File: config.mk
export PLATFORM = sky130hd
export DESIGN_NAME = spi_cmd_sequencer_flat
export DESIGN_NICKNAME = d
export VERILOG_FILES = /design/src/rtl/spi_cmd_sequencer_pkg.sv /design/src/rtl/spi_cmd_sequencer_if.sv /design/src/rtl/spi_cmd_sequencer_char_wr_fifo.sv /design/src/rtl/spi_cmd_sequencer.sv /design/src/flat_wrapper.sv
export SDC_FILE = /design/constraint.sdc
export NUM_CORES = 1
export LEC_CHECK = 0
export ABC_AREA = 1
export ABC_CLOCK_PERIOD_IN_PS = 3840
export CAP_MARGIN = 20
export CORE_ASPECT_RATIO = 1.2
export CORE_MARGIN = 2
export CORE_UTILIZATION = 45
export CTS_BUF_LIST = sky130_fd_sc_hd__clkbuf_2
export DETAILED_ROUTE_END_ITERATION = 7
export PLACE_DENSITY_LB_ADDON = 0.15
export RECOVER_POWER = 100
export SLEW_MARGIN = 20
export SYNTH_ARGS = -nofsm -noshare
export SYNTH_HDL_FRONTEND = slang
export SYNTH_HIERARCHICAL = 1
export SYNTH_SLANG_ARGS = --single-unit
export TNS_END_PERCENT = 30
File: constraint.sdc
create_clock -name clk -period 3.84 [get_ports clk]
set_clock_uncertainty 0.1 [all_clocks]
set_input_delay 0.768 -clock clk [delete_from_list [all_inputs] [get_ports clk]]
set_output_delay 0.768 -clock clk [all_outputs]
set_load 0.01 [all_outputs]
File: src/rtl/spi_cmd_sequencer_pkg.sv
// ---------------------------------------------------------------------------
// vga_cmd_pkg
// Shared definitions for the SPI command sequencer: opcode encodings, the
// parser FSM state type and default sizes for the character-memory path and
// the configuration word.
// ---------------------------------------------------------------------------
package vga_cmd_pkg;

    // Opcode lives in bits [7:6] of the first byte of a command.
    localparam logic [1:0] OP_NOP  = 2'b00;
    localparam logic [1:0] OP_CFG  = 2'b01;
    localparam logic [1:0] OP_CHR  = 2'b10;
    localparam logic [1:0] OP_RSVD = 2'b11;

    localparam int          ADDR_W_DEF    = 11;
    localparam int          DATA_W_DEF    = 6;
    localparam logic [31:0] CFG_RESET_DEF = 32'hBFFC_0000;

    // One state per expected byte; every accepted byte advances one state.
    typedef enum logic [2:0] {
        ST_IDLE,
        ST_CFG3,
        ST_CFG2,
        ST_CFG1,
        ST_CFG0,
        ST_CHRA1,
        ST_CHRA0,
        ST_CHRD
    } state_t;

endpackage

File: src/rtl/spi_cmd_sequencer_if.sv
// ---------------------------------------------------------------------------
// spi_cmd_sequencer_if
// Byte stream in from the SPI peripheral and character-memory write bus out.
//   rx_valid / rx_byte         : one-cycle byte strobe from the SPI block
//   char_wr_en/addr/data       : character-memory write port
// Modports:
//   master : SPI/video side (drives bytes, consumes char writes)
//   slave  : sequencer side (consumes bytes, drives char writes)
// ---------------------------------------------------------------------------
interface spi_cmd_sequencer_if #(
    parameter int ADDR_W = 11,
    parameter int DATA_W = 6
);
    logic              rx_valid;
    logic [7:0]        rx_byte;
    logic              char_wr_en;
    logic [ADDR_W-1:0] char_wr_addr;
    logic [DATA_W-1:0] char_wr_data;

    modport master (
        output rx_valid, rx_byte,
        input  char_wr_en, char_wr_addr, char_wr_data
    );

    modport slave (
        input  rx_valid, rx_byte,
        output char_wr_en, char_wr_addr, char_wr_data
    );
endinterface

File: src/rtl/spi_cmd_sequencer_char_wr_fifo.sv
// ---------------------------------------------------------------------------
// char_wr_fifo
// Synchronous FIFO holding pending character-memory writes {addr,data}.
// A push while full is accepted only if a pop happens in the same cycle.
// Ports:
//   clk, rst        : clock, synchronous active-high reset
//   i_push, i_din   : enqueue request and entry
//   i_pop           : dequeue request (ignored when empty)
//   o_dout          : head entry (valid when !o_empty)
//   o_full, o_empty : occupancy flags
// ---------------------------------------------------------------------------
module char_wr_fifo #(
    parameter int W     = 17,
    parameter int DEPTH = 4
) (
    input  logic         clk,
    input  logic         rst,
    input  logic         i_push,
    input  logic         i_pop,
    input  logic [W-1:0] i_din,
    output logic [W-1:0] o_dout,
    output logic         o_full,
    output logic         o_empty
);
    localparam int AW = $clog2(DEPTH);

    logic [W-1:0] r_mem [DEPTH];
    // Extra MSB on the pointers distinguishes full from empty.
    logic [AW:0]  r_wptr;
    logic [AW:0]  r_rptr;
    logic         w_do_push;
    logic         w_do_pop;

    assign o_empty   = (r_wptr == r_rptr);
    assign o_full    = (r_wptr[AW] != r_rptr[AW]) &&
                       (r_wptr[AW-1:0] == r_rptr[AW-1:0]);
    assign o_dout    = r_mem[r_rptr[AW-1:0]];
    assign w_do_pop  = i_pop & ~o_empty;
    assign w_do_push = i_push & (~o_full | w_do_pop);

    always_ff @(posedge clk) begin
        if (rst) begin
            r_wptr <= '0;
            r_rptr <= '0;
        end else begin
            if (w_do_push) r_wptr <= r_wptr + 1'b1;
            if (w_do_pop)  r_rptr <= r_rptr + 1'b1;
        end
    end

    // Storage needs no reset; pointers define what is valid.
    always_ff @(posedge clk) begin
        if (w_do_push) r_mem[r_wptr[AW-1:0]] <= i_din;
    end

endmodule

File: src/rtl/spi_cmd_sequencer.sv
// ---------------------------------------------------------------------------
// spi_cmd_sequencer
// Parses SPI command bytes into display-configuration updates and
// character-memory writes, and defers both into vertical blanking so the
// visible frame never tears. Owns the 32-bit configuration register.
//
// Optional feature macro: CMD_TIMEOUT_EN
//   defined   : a partial command idle for TIMEOUT_CYCLES cycles is dropped
//   undefined : a partial command waits indefinitely
//
// Ports:
//   clk, rst        : clock, synchronous active-high reset
//   i_ena           : enable; when low incoming bytes are ignored
//   i_vblank        : vertical blanking level
//   bus (slave)     : rx byte stream in, character write bus out
//   o_cfg_out       : committed configuration word
//   o_cfg_pending   : shadow word waiting for next blanking
//   o_busy          : command in progress or writes queued
//   o_err_opcode    : sticky, reserved opcode seen
//   o_err_overflow  : sticky, char write dropped on full queue
// ---------------------------------------------------------------------------
module spi_cmd_sequencer
    import vga_cmd_pkg::*;
#(
    parameter logic [31:0] CFG_RESET  = CFG_RESET_DEF,
    parameter int          ADDR_W     = ADDR_W_DEF,
    parameter int          DATA_W     = DATA_W_DEF,
    parameter int          FIFO_DEPTH = 4
`ifdef CMD_TIMEOUT_EN
    ,
    parameter int          TIMEOUT_CYCLES = 4096
`endif
) (
    input  logic                 clk,
    input  logic                 rst,
    input  logic                 i_ena,
    input  logic                 i_vblank,
    spi_cmd_sequencer_if.slave   bus,
    output logic [31:0]          o_cfg_out,
    output logic                 o_cfg_pending,
    output logic                 o_busy,
    output logic                 o_err_opcode,
    output logic                 o_err_overflow
);
    localparam int FW = ADDR_W + DATA_W;

    state_t            r_state;
    state_t            w_state_nxt;
    logic              w_acc;
    logic              w_cfg_done;
    logic              w_chr_done;
    logic              w_nop_clr;
    logic              w_rsvd;

    logic [23:0]       r_asm;        // first three CFG bytes, MSB first
    logic [10:0]       r_addr_raw;   // {addr[10:8], addr[7:0]} from CHR bytes
    logic [31:0]       r_shadow;
    logic [31:0]       r_cfg;
    logic              r_pending;
    logic              r_vblank_q;
    logic              r_err_op;
    logic              r_err_ovf;
    logic              r_wr_en;
    logic [ADDR_W-1:0] r_wr_addr;
    logic [DATA_W-1:0] r_wr_data;

    logic              w_vrise;
    logic [31:0]       w_cfg_word;
    logic [FW-1:0]     w_chr_entry;
    logic [FW-1:0]     w_head;
    logic              w_full;
    logic              w_empty;
    logic              w_pop;
    logic              w_push;

    assign w_acc       = i_ena & bus.rx_valid;
    assign w_vrise     = i_vblank & ~r_vblank_q;
    assign w_cfg_word  = {r_asm, bus.rx_byte};
    assign w_chr_entry = {ADDR_W'(r_addr_raw), bus.rx_byte[DATA_W-1:0]};

`ifdef CMD_TIMEOUT_EN
    localparam int             TO_W   = $clog2(TIMEOUT_CYCLES) + 1;
    localparam logic [TO_W-1:0] TO_MAX = TO_W'(TIMEOUT_CYCLES - 1);
    logic [TO_W-1:0] r_to_cnt;
    logic            w_timeout;

    // Counts idle cycles spent mid-command; fires on the last one.
    assign w_timeout = ~w_acc && (r_state != ST_IDLE) && (r_to_cnt == TO_MAX);

    always_ff @(posedge clk) begin
        if (rst || w_acc || w_timeout)
            r_to_cnt <= '0;
        else if (r_state != ST_IDLE)
            r_to_cnt <= r_to_cnt + 1'b1;
    end
`endif

    // ---------------- parser FSM ----------------
    always_ff @(posedge clk) begin
        if (rst) r_state <= ST_IDLE;
        else     r_state <= w_state_nxt;
    end

    always_comb begin
        w_state_nxt = r_state;
        w_cfg_done  = 1'b0;
        w_chr_done  = 1'b0;
        w_nop_clr   = 1'b0;
        w_rsvd      = 1'b0;
        if (w_acc) begin
            unique case (r_state)
                ST_IDLE: begin
                    unique case (bus.rx_byte[7:6])
                        OP_NOP:  w_nop_clr   = bus.rx_byte[0];
                        OP_CFG:  w_state_nxt = ST_CFG3;
                        OP_CHR:  w_state_nxt = ST_CHRA1;
                        OP_RSVD: w_rsvd      = 1'b1;
                    endcase
                end
                ST_CFG3:  w_state_nxt = ST_CFG2;
                ST_CFG2:  w_state_nxt = ST_CFG1;
                ST_CFG1:  w_state_nxt = ST_CFG0;
                ST_CFG0: begin
                    w_state_nxt = ST_IDLE;
                    w_cfg_done  = 1'b1;
                end
                ST_CHRA1: w_state_nxt = ST_CHRA0;
                ST_CHRA0: w_state_nxt = ST_CHRD;
                ST_CHRD: begin
                    w_state_nxt = ST_IDLE;
                    w_chr_done  = 1'b1;
                end
            endcase
        end
`ifdef CMD_TIMEOUT_EN
        else if (w_timeout) begin
            w_state_nxt = ST_IDLE;
        end
`endif
    end

    // ---------------- byte capture ----------------
    always_ff @(posedge clk) begin
        if (rst) begin
            r_asm      <= '0;
            r_addr_raw <= '0;
        end else if (w_acc) begin
            case (r_state)
                ST_CFG3:  r_asm[23:16]     <= bus.rx_byte;
                ST_CFG2:  r_asm[15:8]      <= bus.rx_byte;
                ST_CFG1:  r_asm[7:0]       <= bus.rx_byte;
                ST_CHRA1: r_addr_raw[10:8] <= bus.rx_byte[2:0];
                ST_CHRA0: r_addr_raw[7:0]  <= bus.rx_byte;
                default: ;
            endcase
        end
    end

    // ---------------- config shadow / commit ----------------
    always_ff @(posedge clk) begin
        if (rst) begin
            r_vblank_q <= 1'b0;
            r_shadow   <= CFG_RESET;
            r_cfg      <= CFG_RESET;
            r_pending  <= 1'b0;
        end else begin
            r_vblank_q <= i_vblank;
            if (w_cfg_done) begin
                r_shadow <= w_cfg_word;
                // Word completing on the blanking edge goes straight out.
                if (w_vrise) begin
                    r_cfg     <= w_cfg_word;
                    r_pending <= 1'b0;
                end else begin
                    r_pending <= 1'b1;
                end
            end else if (w_vrise && r_pending) begin
                r_cfg     <= r_shadow;
                r_pending <= 1'b0;
            end
        end
    end

    // ---------------- char write queue ----------------
    assign w_pop  = i_vblank & ~w_empty;
    assign w_push = w_chr_done;

    char_wr_fifo #(
        .W     (FW),
        .DEPTH (FIFO_DEPTH)
    ) u_fifo (
        .clk     (clk),
        .rst     (rst),
        .i_push  (w_push),
        .i_pop   (w_pop),
        .i_din   (w_chr_entry),
        .o_dout  (w_head),
        .o_full  (w_full),
        .o_empty (w_empty)
    );

    // Address/data hold their last value between strobes.
    always_ff @(posedge clk) begin
        if (rst) begin
            r_wr_en   <= 1'b0;
            r_wr_addr <= '0;
            r_wr_data <= '0;
        end else begin
            r_wr_en <= w_pop;
            if (w_pop) begin
                r_wr_addr <= w_head[FW-1:DATA_W];
                r_wr_data <= w_head[DATA_W-1:0];
            end
        end
    end

    // ---------------- sticky errors ----------------
    always_ff @(posedge clk) begin
        if (rst) begin
            r_err_op  <= 1'b0;
            r_err_ovf <= 1'b0;
        end else if (w_nop_clr) begin
            r_err_op  <= 1'b0;
            r_err_ovf <= 1'b0;
        end else begin
            if (w_rsvd) r_err_op <= 1'b1;
            // Full queue only drops when nothing leaves this cycle.
            if (w_push && w_full && !w_pop) r_err_ovf <= 1'b1;
        end
    end

    assign o_cfg_out        = r_cfg;
    assign o_cfg_pending    = r_pending;
    assign o_busy           = (r_state != ST_IDLE) | ~w_empty;
    assign o_err_opcode     = r_err_op;
    assign o_err_overflow   = r_err_ovf;
    assign bus.char_wr_en   = r_wr_en;
    assign bus.char_wr_addr = r_wr_addr;
    assign bus.char_wr_data = r_wr_data;

endmodule

File: src/flat_wrapper.sv
// flat-port wrapper written by rule: the top's interface ports become plain ports
module spi_cmd_sequencer_flat import vga_cmd_pkg::*;
#(
    parameter logic [31:0] CFG_RESET  = CFG_RESET_DEF,
    parameter int          ADDR_W     = ADDR_W_DEF,
    parameter int          DATA_W     = DATA_W_DEF,
    parameter int          FIFO_DEPTH = 4

)
  (clk, rst, i_ena, i_vblank, o_cfg_out, o_cfg_pending, o_busy, o_err_opcode, o_err_overflow, bus_rx_valid, bus_rx_byte, bus_char_wr_en, bus_char_wr_addr, bus_char_wr_data);
  spi_cmd_sequencer_if #(.ADDR_W(ADDR_W), .DATA_W(DATA_W)) bus_i ();
  input  logic clk;
  input  logic rst;
  input  logic i_ena;
  input  logic i_vblank;
  output logic [31:0] o_cfg_out;
  output logic o_cfg_pending;
  output logic o_busy;
  output logic o_err_opcode;
  output logic o_err_overflow;
  input wire logic [$bits(bus_i.rx_valid)-1:0] bus_rx_valid;
  input wire logic [$bits(bus_i.rx_byte)-1:0] bus_rx_byte;
  output wire logic [$bits(bus_i.char_wr_en)-1:0] bus_char_wr_en;
  output wire logic [$bits(bus_i.char_wr_addr)-1:0] bus_char_wr_addr;
  output wire logic [$bits(bus_i.char_wr_data)-1:0] bus_char_wr_data;
  assign bus_i.rx_valid = bus_rx_valid;
  assign bus_i.rx_byte = bus_rx_byte;
  assign bus_char_wr_en = bus_i.char_wr_en;
  assign bus_char_wr_addr = bus_i.char_wr_addr;
  assign bus_char_wr_data = bus_i.char_wr_data;
  spi_cmd_sequencer #(.CFG_RESET(CFG_RESET), .ADDR_W(ADDR_W), .DATA_W(DATA_W), .FIFO_DEPTH(FIFO_DEPTH)) u_core (.clk(clk), .rst(rst), .i_ena(i_ena), .i_vblank(i_vblank), .bus(bus_i), .o_cfg_out(o_cfg_out), .o_cfg_pending(o_cfg_pending), .o_busy(o_busy), .o_err_opcode(o_err_opcode), .o_err_overflow(o_err_overflow));
endmodule
==> metrics.md <==
| Metric | Value |
|---|---|
| Status | complete, but fails checks |
| Failing checks | capacitance limit, slew limit |
| R2r endpoint | u_core/u_fifo/r_mem[3][5]$_DFFE_PP_ |
| Routed wire per std cell | 14.6 um |
| Hold Crit Depth | 2 |
| Core ar. | 0.0168 mm2 |
| Routed WL | 16,700 um |
| Worst VDD drop | about 0.00026 V |
| Setup TNS | 0 ns |
| First-pass GRT wire length | 26,500 um |
| Postcts setup bufs | 0 |
| Final antenna-violating net count | 0 |
| Share of cells above drive strength 1 | 5.93% |
| CTS resizes | 0 |
| Max_cap viols | 1 |
| GRT Overall Usage | 19.2% |
| Critical path arrival | 2.54 ns |
| Sequential area share after synthesis | 61.2% |
| H-tree depth | 4 |
| DR pass1 iterations | 4 |
| Most frequent cells in the layout | nor2_1, nand2_1, dfxtp_1 |
| Initial Util | 45.6% |
| Destination of the worst hold path | u_core/r_asm[11]$_SDFFE_PP0P_ |
| HP Class | reg2reg |
| Total die area | 0.0181 mm2 |
| Final Cycle Share | roughly nine tenths |
| Final Hold Viols | 0 |
| CTS clk-pin slew, worst paths | 0.25 ns |
| Clock period minus final worst setup slack | approximately 3.4 ns |
| Antenna violations before repair | 1 |
| HP Start | u_core/r_asm[11]$_SDFFE_PP0P_ |
| Clock Tree Root | clkbuf_2 |
| Synth Instances | 857 |
| # DRC | 0 |
| Startpoint types | flop |
| Worst-case reg-to-reg path depth | 11 |
| Most common cell after layout, fill and taps aside | nor2_1 |
| Hold buffer count at CTS | 0 |
| Flops & latches, synth | 200 |
| Ys Warns | 6 |
| Number of global-route vias before repair | 5,213 |
| # rows | 52 |
| Die span in x | about 120 um |
| R2R Path Start | u_core/u_fifo/r_wptr[1]$_SDFFE_PP0P_ |
| Hold_ws | 0.373 ns |
| Gpl congestion | 0.832 |
| Unique masters post-synth | 30 |
| Netlist Area Pre-Place | about 0.0077 mm2 |
| Worst Setup End Kind | output port |
| CTS max path bufs | 2 |
| Final HPWL DP | 10,500 um |
| Fin nets | 935 |
| Setup CP Type | reg2out |
| Height of the die | 147 um |
| Final Max Slew Viols | 42 |
| TritonCTS Buffers | 17 |
| Placed inst area | 0.00853 mm2 |
| Slew @ Worst Pin | 1.81 ns |
| Routed via count | about 5,700 |
| GR Overflow Total | 0 |
| Total power draw | 3.48 mW |
| Unrepaired setup endpoints after global routing | false |
| Syn Nets | 878 |
| Initial DRC count | between 300 and 400 |
| Static Leak | 3.54 nW |
| Largest net degree at the start of global routing | 50 |
| Area added between synthesis and finish | 14.0% |
| Vias per cell | 4.99 |
| Setup Viol. Count Final | 0 |
| Io pins | 67 |
| Worst Path Max Fanout | 5 |
| Mean post-synth cell area | 8.93 um2 |
| CTS sink cnt | 200 |
| IO buf count | 66 |
| Fin area | slightly below 0.009 mm2 |
| Required @ worst endpoint | just under 3 ns |
| CTS tree | yes |
| Power per cell area | 398 mW/mm2 |
| Worst reg2reg setup slack | 0.67 ns |
| Fmax | 293 MHz |
| Clock Latency Late Sink | 0.75 ns |
| Slew Limit Headroom | -20.9% |
## area by class of cell
| cell class | count | area (um2) |
|---|---|---|
| antenna | 1 | 2.50 |
| clock buffer | 17 | 85.1 |
| clock inverter | 15 | 173 |
| fill | 1635 | 8060 |
| inverter | 70 | 263 |
| multi-input combinational | 544 | 2510 |
| sequential | 200 | 4680 |
| tap | 216 | 270 |
| timing repair buffer | 81 | 741 |
## through the flow
step                util, %  instances  setup slack, ns
floorplan                 -        857            0.977
global placement       50.8       1111            0.821
detailed placement     50.8       1111            0.794
CTS                    52.3       1143            0.520
global route           52.0       1144            0.227
finish                 52.0       1144            0.432
## Yosys cell counts
cell type / number / area (um2)
a211oi_1: 1 / 7.51
a21oi_1: 28 / 140
buf_1: 2 / 7.51
buf_2: 15 / 75.1
buf_4: 1 / 7.51
clkbuf_1: 25 / 93.8
clkinv_1: 1 / 3.75
dfxtp_1: 132 / 2640
edfxtp_1: 68 / 2040
ha_1: 8 / 100
inv_1: 64 / 240
inv_2: 5 / 18.8
nand2_1: 131 / 492
nand2_2: 2 / 12.5
nand3_1: 43 / 215
nand3_2: 1 / 10.0
nand3b_1: 14 / 105
nand4_1: 2 / 12.5
nand4_2: 1 / 12.5
nor2_1: 175 / 657
nor2_2: 2 / 12.5
nor2_4: 1 / 11.3
nor3_2: 1 / 10.0
o21ai_0: 75 / 375
o21ai_1: 26 / 130
o22ai_1: 17 / 106
or2_1: 7 / 43.8
or2_2: 6 / 37.5
xnor2_2: 1 / 16.3
xor2_1: 2 / 17.5
## routing by layer
layer / vias to the layer above / GRT usage (%) / share of wire, %
li1: 2906 / - / -
met4: 0 / 8.69 / 2.8
met1: 2649 / 24.9 / 46
met3: 33 / 3.26 / 4.5
met2: 125 / 31.1 / 47
met5: - / 0 / 0
## critical path, cell delays in order (launching register included)
cell           delay [ns]
dfxtp_1              0.41
inv_1                0.12
nand2_1              0.07
nand2_1              0.11
nand3_1              0.16
inv_1                0.15
nand3_1              0.15
dlygate4sd3_1        0.64
## power breakdown
part | internal [mW] | switching, mW
combinational | 0.0618 | 0.122
clock | 0.368 | 0.702
sequential | 2.21 | 0.0118
total | 2.64 | 0.836
## sequential cells by signal (all words and copies together) (netlist names), named ones only
name and count:
u_core/u_fifo/r_mem 68, u_core/o_cfg_out 32, u_core/r_shadow 32, u_core/r_asm 24
u_core/bus.char_wr_addr 11, u_core/r_addr_raw 11, u_core/bus.char_wr_data 6, u_core/r_state 3
u_core/u_fifo/r_rptr 3, u_core/u_fifo/r_wptr 3, u_core/bus.char_wr_en 1, u_core/o_cfg_pending 1
u_core/o_err_opcode 1, u_core/o_err_overflow 1, u_core/r_vblank_q 1
## cells by family (layout without fill, tap and decap cells)
logic type	Yosys count	in the layout	synth area share, %
XOR/XNOR	3	3	0.441
AND/OR/NAND/NOR	386	386	21.3
AO/OA/AOI/OAI	147	147	9.92
other	0	1	0
adder cells (fa/ha/maj)	8	8	1.31
buffers and inverters	113	183	5.83
flip-flops	200	200	61.2
## worst max-delay path by stage
stage	from	endpoint	slack [ns]	cells after the start
2_1_floorplan	i_vblank	u_core/u_fifo/r_mem[0][0]$_DFFE_PP_	0.98	7
3_3_place_gp	i_ena	u_core/u_fifo/r_mem[2][2]$_DFFE_PP_	0.82	8
3_5_place_dp	bus_rx_valid	u_core/o_cfg_out[6]$_SDFFE_PP0P_	0.79	10
4_1_cts	u_core/u_fifo/r_wptr[1]$_SDFFE_PP0P_	o_busy	0.52	7
5_1_grt	u_core/u_fifo/r_wptr[1]$_SDFFE_PP0P_	o_busy	0.23	7
6_report	u_core/u_fifo/r_wptr[1]$_SDFFE_PP0P_	o_busy	0.43	7
Note: power is estimated with default switching activity, not from simulation.
